`config.mk`:
```
export PLATFORM = sky130hd
export DESIGN_NAME = led_status_gen_flat
export DESIGN_NICKNAME = d
export VERILOG_FILES = /design/src/rtl/led_status_if.sv /design/src/rtl/led_status_gen.sv /design/src/flat_wrapper.sv
export SDC_FILE = /design/constraint.sdc
export NUM_CORES = 1
export LEC_CHECK = 0
export ABC_AREA = 1
export CAP_MARGIN = 10
export CORE_MARGIN = 5
export CORE_UTILIZATION = 45
export DETAILED_ROUTE_END_ITERATION = 10
export SLEW_MARGIN = 20
export SYNTH_ARGS = -nofsm -noshare
export SYNTH_HDL_FRONTEND = slang
export SYNTH_SLANG_ARGS = --single-unit
export TNS_END_PERCENT = 20
```
`constraint.sdc`:
```
create_clock -name clk -period 3.44 [get_ports clk]
set_input_delay 0.688 -clock clk [delete_from_list [all_inputs] [get_ports clk]]
set_output_delay 0.688 -clock clk [all_outputs]
set_load 0.01 [all_outputs]
```
`src/rtl/led_status_if.sv`:
```
// Bundle of the LED status generator's datapath-side inputs and LED-controller-side outputs.
interface led_status_if;
    logic        tx_pma_ready_async;
    logic        rx_pma_ready_async;
    logic        sel_display_async;
    logic        tx_data_valid;
    logic        rx_data_valid;
    logic        rx_word_err;
    logic        start;
    logic        abort;
    logic [7:0]  status;
    logic [15:0] err_count;

    modport master (
        output tx_pma_ready_async,
        output rx_pma_ready_async,
        output sel_display_async,
        output tx_data_valid,
        output rx_data_valid,
        output rx_word_err,
        output start,
        output abort,
        input  status,
        input  err_count
    );

    modport slave (
        input  tx_pma_ready_async,
        input  rx_pma_ready_async,
        input  sel_display_async,
        input  tx_data_valid,
        input  rx_data_valid,
        input  rx_word_err,
        input  start,
        input  abort,
        output status,
        output err_count
    );
endinterface

```
`src/rtl/led_status_gen.sv`:
```
// LED status vector: async input synchronisers, traffic activity stretchers and the
// link-monitor measurement FSM (mon_active / mon_error / mon_done, saturating err_count).
module led_status_gen #(
    parameter logic [31:0] WINDOW  = 32'd5000000,
    parameter logic [23:0] STRETCH = 24'd5000000
) (
    input  logic        clk,
    input  logic        reset,
    led_status_if.slave bus
);

    typedef enum logic [1:0] {StIdle, StLockWait, StRun, StDone} state_e;

    // Two-flop synchronisers, bit order {sel_display, tx_ready, rx_ready}.
    logic [2:0] meta_q;
    logic [2:0] sync_q;

    always_ff @(posedge clk or posedge reset) begin
        if (reset) begin
            meta_q <= '0;
            sync_q <= '0;
        end else begin
            meta_q <= {bus.sel_display_async, bus.tx_pma_ready_async, bus.rx_pma_ready_async};
            sync_q <= meta_q;
        end
    end

    logic both_ready;
    assign both_ready = sync_q[1] & sync_q[0];

    // Activity stretchers. The flag registers the next counter value so a strobe in
    // cycle N shows from N+1 and the last strobe holds it through N+STRETCH.
    logic [23:0] tx_cnt_q, tx_cnt_d;
    logic [23:0] rx_cnt_q, rx_cnt_d;
    logic        tx_act_q, rx_act_q;

    always_comb begin
        tx_cnt_d = tx_cnt_q;
        if (bus.tx_data_valid) begin
            tx_cnt_d = STRETCH;
        end else if (tx_cnt_q != '0) begin
            tx_cnt_d = tx_cnt_q - 24'd1;
        end

        rx_cnt_d = rx_cnt_q;
        if (bus.rx_data_valid) begin
            rx_cnt_d = STRETCH;
        end else if (rx_cnt_q != '0) begin
            rx_cnt_d = rx_cnt_q - 24'd1;
        end
    end

    always_ff @(posedge clk or posedge reset) begin
        if (reset) begin
            tx_cnt_q <= '0;
            rx_cnt_q <= '0;
            tx_act_q <= 1'b0;
            rx_act_q <= 1'b0;
        end else begin
            tx_cnt_q <= tx_cnt_d;
            rx_cnt_q <= rx_cnt_d;
            tx_act_q <= (tx_cnt_d != '0);
            rx_act_q <= (rx_cnt_d != '0);
        end
    end

    // Measurement FSM with registered outputs.
    state_e      state_q;
    logic [31:0] win_cnt_q;
    logic [15:0] err_cnt_q;
    logic        mon_active_q, mon_error_q, mon_done_q;
    logic        err_hit;

    assign err_hit = bus.rx_data_valid & bus.rx_word_err;

    always_ff @(posedge clk or posedge reset) begin
        if (reset) begin
            state_q      <= StIdle;
            win_cnt_q    <= '0;
            err_cnt_q    <= '0;
            mon_active_q <= 1'b0;
            mon_error_q  <= 1'b0;
            mon_done_q   <= 1'b0;
        end else if (bus.abort) begin
            state_q      <= StIdle;
            mon_active_q <= 1'b0;
            mon_error_q  <= 1'b0;
            mon_done_q   <= 1'b0;
        end else begin
            unique case (state_q)
                StIdle, StDone: begin
                    if (bus.start) begin
                        err_cnt_q    <= '0;
                        win_cnt_q    <= '0;
                        mon_error_q  <= 1'b0;
                        mon_done_q   <= 1'b0;
                        mon_active_q <= 1'b1;
                        state_q      <= both_ready ? StRun : StLockWait;
                    end
                end
                StLockWait: begin
                    if (both_ready) begin
                        state_q <= StRun;
                    end
                end
                StRun: begin
                    // Errors on the final cycle still count and land with the DONE edge.
                    if (err_hit) begin
                        if (err_cnt_q != 16'hFFFF) begin
                            err_cnt_q <= err_cnt_q + 16'd1;
                        end
                        mon_error_q <= 1'b1;
                    end
                    if (!both_ready) begin
                        mon_error_q  <= 1'b1;
                        mon_active_q <= 1'b0;
                        mon_done_q   <= 1'b1;
                        state_q      <= StDone;
                    end else if (win_cnt_q == WINDOW - 32'd1) begin
                        mon_active_q <= 1'b0;
                        mon_done_q   <= 1'b1;
                        state_q      <= StDone;
                    end else begin
                        win_cnt_q <= win_cnt_q + 32'd1;
                    end
                end
                default: state_q <= StIdle;
            endcase
        end
    end

    assign bus.status = {sync_q[2], tx_act_q, rx_act_q, mon_active_q, mon_error_q, mon_done_q,
                         sync_q[1], sync_q[0]};
    assign bus.err_count = err_cnt_q;

endmodule
```
`src/flat_wrapper.sv`:
```
// flat-port wrapper written by rule: the top's interface ports become plain ports
module led_status_gen_flat 
#(
    parameter logic [31:0] WINDOW  = 32'd5000000,
    parameter logic [23:0] STRETCH = 24'd5000000
)
  (clk, reset, bus_tx_pma_ready_async, bus_rx_pma_ready_async, bus_sel_display_async, bus_tx_data_valid, bus_rx_data_valid, bus_rx_word_err, bus_start, bus_abort, bus_status, bus_err_count);
  led_status_if bus_i ();
  input  logic clk;
  input  logic reset;
  input wire logic [$bits(bus_i.tx_pma_ready_async)-1:0] bus_tx_pma_ready_async;
  input wire logic [$bits(bus_i.rx_pma_ready_async)-1:0] bus_rx_pma_ready_async;
  input wire logic [$bits(bus_i.sel_display_async)-1:0] bus_sel_display_async;
  input wire logic [$bits(bus_i.tx_data_valid)-1:0] bus_tx_data_valid;
  input wire logic [$bits(bus_i.rx_data_valid)-1:0] bus_rx_data_valid;
  input wire logic [$bits(bus_i.rx_word_err)-1:0] bus_rx_word_err;
  input wire logic [$bits(bus_i.start)-1:0] bus_start;
  input wire logic [$bits(bus_i.abort)-1:0] bus_abort;
  output wire logic [$bits(bus_i.status)-1:0] bus_status;
  output wire logic [$bits(bus_i.err_count)-1:0] bus_err_count;
  assign bus_i.tx_pma_ready_async = bus_tx_pma_ready_async;
  assign bus_i.rx_pma_ready_async = bus_rx_pma_ready_async;
  assign bus_i.sel_display_async = bus_sel_display_async;
  assign bus_i.tx_data_valid = bus_tx_data_valid;
  assign bus_i.rx_data_valid = bus_rx_data_valid;
  assign bus_i.rx_word_err = bus_rx_word_err;
  assign bus_i.start = bus_start;
  assign bus_i.abort = bus_abort;
  assign bus_status = bus_i.status;
  assign bus_err_count = bus_i.err_count;
  led_status_gen #(.WINDOW(WINDOW), .STRETCH(STRETCH)) u_core (.clk(clk), .reset(reset), .bus(bus_i));
endmodule
```
After elaboration in Yosys (flattened, before gate mapping)
Index checks and enable logic that the tools add are counted.
{"block": "totals", "out_inout_bits": 24, "reg_bits": 109, "elab_cells": 79, "inputBits": 10}
{"block": "op_classes", "n_addsub": 4, "n_eq_ne": 14, "n_mux": 33, "n_bitwise": 3, "n_reduce_logical": 13}
{"op": "$mux W24", "count": 4}
{"op": "$mux W32", "count": 3}
{"op": "$reduce_bool A24 Y1", "count": 4}
{"op": "$pmux W32 S2", "count": 1}
{"op": "$mux W16", "count": 3}
{"op": "$sub A24 B1 Y24 const B", "count": 2}
{"op": "$add A32 B1 Y32 const B", "count": 1}
{"op": "$eq A32 B23 Y1 const B", "count": 1}
{"op": "$pmux W16 S2", "count": 1}
{"op": "$add A16 B1 Y16 const B", "count": 1}
{"op": "$ne A16 B16 Y1 const B", "count": 1}
{"op": "$mux W2", "count": 6}
{"op": "$mux W1", "count": 11}
{"op": "$reduce_and A5 Y1", "count": 2}
{"op": "$reduce_and A3 Y1", "count": 3}
{"op": "$ne A4 B4 Y1 const B", "count": 2}
{"op": "$ne A2 B1 Y1 const B", "count": 3}
{"op": "$pmux W1 S2", "count": 3}
{"op": "$pmux W2 S3", "count": 1}
{"op": "$eq A2 B2 Y1 const B", "count": 2}
{"op": "$ne A2 B2 Y1 const B", "count": 2}
{"op": "$ne A3 B2 Y1 const B", "count": 1}
{"op": "$ne A3 B3 Y1 const B", "count": 1}
{"op": "$reduce_bool A3 Y1", "count": 1}
{"op": "other kinds (6)", "count": 7}

Logic depth before layout (Yosys ltp)
{"block": "logic_depth", "depth_word": 5, "mapped_depth": 14}

Worst setup path after synthesis
OpenSTA, ideal clock, no wires.
{"block": "synth_timing", "path_type": "register to register", "from": "reg u_core.state_q[0]", "to": "reg u_core.err_cnt_q[9] (netlist: u_core.bus.err_count[9])", "t_arrival_ns": 1.755, "stages_incl_launch_ff": 13, "setup_ns": 0.064, "slack_ns": 1.620, "period_less_slack_ns": 1.820, "path_buffers": 1, "path_cell_list": "dfrtp_1 inv_1 ha_1 inv_1 or2_1 inv_1 nor3_1 nand2_1 nand2_2 buf_2 nand3_1 a21oi_1 o21a_1"}
{"block": "synth_between", "elab_chain_cells": 4, "word_cells_on_any_way": 10}
{"element": "start: declaration", "line": "led_status_gen.sv:68", "text": "state_e state_q;"}
{"element": "start signal: assignment", "line": "led_status_gen.sv:78", "text": "state_q <= StIdle;"}
{"element": "start signal: assignment", "line": "led_status_gen.sv:85", "text": "state_q <= StIdle;"}
{"element": "start signal: assignment", "line": "led_status_gen.sv:98", "text": "state_q <= both_ready ? StRun : StLockWait;"}
{"element": "$eq A2 B2 Y1 or $logic_not A2 Y1 (tied branches)", "line": "led_status_gen.sv:90", "text": "unique case (state_q)"}
{"element": "$reduce_or A2 Y1", "line": "led_status_gen.sv:90"}
{"element": "$ne A2 B2 Y1 (no source line) or $reduce_bool A2 Y1 (tied branches)"}
{"element": "$reduce_and A5 Y1 (no source line)"}
{"element": "end signal: assignment", "line": "led_status_gen.sv:110", "text": "err_cnt_q <= err_cnt_q + 16'd1;"}
{"element": "end: declaration", "line": "led_status_gen.sv:70", "text": "logic [15:0] err_cnt_q;"}
Several ways; a longest one is shown, not always the timed one.
A chain may end at the register's enable or synchronous reset.

Final worst setup path
{"block": "layout_timing", "from": "in bus_rx_data_valid", "to": "reg u_core.err_cnt_q[11] (netlist: u_core.bus.err_count[11])"}
{"block": "layout_between", "elab_chain_cells": 3}
{"element": "start: declaration", "line": "flat_wrapper.sv:15", "text": "input wire logic [$bits(bus_i.rx_data_valid)-1:0] bus_rx_data_valid;"}
{"element": "$and A1 B1 Y1", "line": "led_status_gen.sv:74", "text": "assign err_hit = bus.rx_data_valid & bus.rx_word_err;"}
{"element": "$ne A2 B1 Y1 (no source line)"}
{"element": "$reduce_and A5 Y1 (no source line)"}
Every way passes these cells.

==> metrics.txt <==
largest net degree at the start of global routing=42; NetSw=1.123 mW; highest clock rate=0.4064 GHz; crit-path most repeated cell=nand2_1; min cycle time layout=2.460 ns; RSZ-0062 raised after global routing=false; register area share after synthesis=0.3910; Starting DRT DRC Count=466; post-route setup slack=0.9797 ns; Inserted Clock Buffers=9; Crit path largest cell delay=0.70 ns; final setup TNS=0 ns; Critical R2R Launch=u_core.rx_cnt_q[0]$_DFF_PP0_; slew margin rel.=0.4569; die footprint=0.01809 sq mm; Total Wirelength=16360 um; n_diodes=0; core area=0.01520 sq mm; EDFF count, synth=0; layout cells sized above 1=0.05689; initial antenna violation count=0; DRC viols=0; Synth Area per Inst=6.887 sq um; Crit Path Max Fanout=12; Top FF cell, synth=dfrtp_1; Netlist cell types=36; Worst EP arrival=2.74 ns; CTS Hold Bufs=0; number of global-route vias before repair=5716; Max Buffers Root-to-Sink=2; HPWL after detailed placement=12160 um; yosys warns=0; CP Cell Sequence=clkdlybuf4s50_1 > nand2_1 > nor3_1 > nand2_1 > nand2_2 > inv_2 > nor2_1 > o21ai_0 > a21oi_1; status=complete, no violations; CTS tree=done; Pleak=3.559 nW; first-pass GRT wire length=28210 um; Max-Cap Viols=0; cell total after placement=1211; CTS root buf=clkbuf_16; I/O pins=34; combinational power share=0.235; Pre-antenna DRT Iters=5; grt ovf=0; clock-pin slew on the worst setup and hold paths=0.07 ns; Power per Cell Area=452.2 mW/mm^2; most common cell after layout, fill and taps aside=nand2_1; area grow syn2layout=11.64%; CTS resizes=0; Final period util=0.7152; share of flip-flops with an asynchronous set or reset=1.000; Finished Layout Cells=1225; clock net sink count=109; kind of critical path=primary input to flop; Worst VDD drop=0.0002511 V; WP data required=3.72 ns; Slew Viols, Final=0; Reg power frac=0.408; vias=6151; Clk Latency, worst-skew pair=0.35 ns; CP startpoint kind=primary input; PortBufs=33; Cell Int Power=2.399 mW; sw frac=0.3189; post-route ant nets=0; CTS H-tree depth=3; initial core utilization=0.4589; area of the mapped netlist=0.006977 sq mm; most frequent cells in the layout=nand2_1, nor2_1, dfrtp_1, inv_1, nand3_1; vias per std cell=5.021; Routed WL per cell=13.36 um; gr usage total=0.1893; worst slew pin tran=0.8130 ns; Final nets=1053; synthesized flop and latch total=109; Synth Net Count=1032; chip width=134.5 um; CP endpoint kind=flop; standard-cell rows=45; Synth Instances=1013; critical path startpoint=bus_rx_data_valid; Max Clock Skew=0.006338 ns; Final Hold Vio Count=0; final setup vio count=0; GP Congestion=0.9047; postcts setup bufs=0; Min-Delay Path Class=flop to flop; final core utilization=0.5123; Die Y=134.5 um; slowest stage cell, crit path=clkdlybuf4s50_1; worst slack, placed=0.6431 ns; Clock Power Share=0.357; hold_sp=u_core.meta_q[2]$_DFF_PP0_
-- layer usage --
metal | track usage | up-vias | routed length (um)
met3 | 0.03651 | 13 | 532
met2 | 0.3053 | 118 | 7526
met4 | 0.03450 | 0 | 190
met5 | 0 | - | 0
met1 | 0.2695 | 2790 | 8112
li1 | - | 3230 | -
-- per-stage QoR --
| step | power (mW) | instance area [sq um] | hold slack [ns] |
|---|---|---|---|
| finish | 3.522 | 7789 | 0.3519 |
| global route | 3.729 | 7789 | 0.3617 |
| global placement | 2.298 | 7438 | 0.3333 |
| detailed placement | 2.295 | 7438 | 0.3364 |
| floorplan | 2.105 | 6980 | 0.3312 |
| CTS | 3.560 | 7789 | 0.3562 |
-- critical path, delay by kind of cell --
kind	cells	cell delay (ns)
AOI/OAI and AO/OA	2	0.24
buffers and inverters	2	0.83
and+or+nand+nor	5	0.98
-- synth_stat cells, types with 6 or more instances --
cell        n  area [sq um]
clkbuf_1    8         30.03
ha_1        9         112.6
nand2_1   304          1141
nor2_2     10         62.56
nand3_1    74         370.4
inv_1     106         397.9
o21ai_1     9         45.04
buf_2       8         40.04
o21ai_0    18         90.09
nand3b_1   12         90.09
a21oi_1    16         80.08
buf_6       6         67.56
xor2_1     27         236.5
nand4_1    26         162.7
nor3_1     27         135.1
nor2_1    180         675.7
xnor2_1    15         131.4
dfrtp_1   109          2728
buf_4       6         45.04
-- sequential cells by signal, summed over array words and instances (netlist names) --
register	cells
u_core.bus.err_count	16
u_core.meta_q	3
u_core.mon_active_q	1
u_core.mon_done_q	1
u_core.mon_error_q	1
u_core.rx_act_q	1
u_core.rx_cnt_q	24
u_core.state_q	2
u_core.sync_q	3
u_core.tx_act_q	1
u_core.tx_cnt_q	24
u_core.win_cnt_q	32
-- worst paths after layout --
path	endpoint	slack, ns	cells after the start
min in group asynchronous	u_core.tx_cnt_q[15]$_DFF_PP0_	0.84	2
setup / recovery	u_core.bus.err_count[11]$_DFFE_PP0P_	0.98	9
hold reg to reg	u_core.sync_q[2]$_DFF_PP0_	0.35	0
max in group asynchronous	u_core.win_cnt_q[4]$_DFFE_PP0P_	1.94	3
hold / removal	u_core.sync_q[2]$_DFF_PP0_	0.35	0
setup reg to reg	u_core.rx_act_q$_DFF_PP0_	1.14	11
-- layout make-up --
class	count	area, sq um
clock inverter	5	125.1
inverter	112	424.2
multi-input combinational	764	3646
timing repair buffer	38	405.4
clock buffer	9	225.2
fill	1477	7413
tap	188	235.2
sequential	109	2728
-- cells by family after synthesis --
family	after synthesis	share of synthesized area
buffers and inverters	140	0.08644
XOR/XNOR	42	0.05273
AND/OR/NAND/NOR	660	0.4112
flip-flops	109	0.3910
adder cells (fa/ha/maj)	9	0.01614
AO/OA/AOI/OAI	53	0.04251
-- power by group through the flow --
stage | Combinational, mW | Clock [mW] | Sequential, mW
after floorplan | 0.661 | 0 | 1.44
after global placement | 0.838 | 0 | 1.46
after detailed placement | 0.836 | 0 | 1.46
after CTS | 0.835 | 1.29 | 1.44
after global routing | 0.946 | 1.34 | 1.45
final | 0.827 | 1.26 | 1.44
Note: power is estimated with default switching activity, not from simulation.
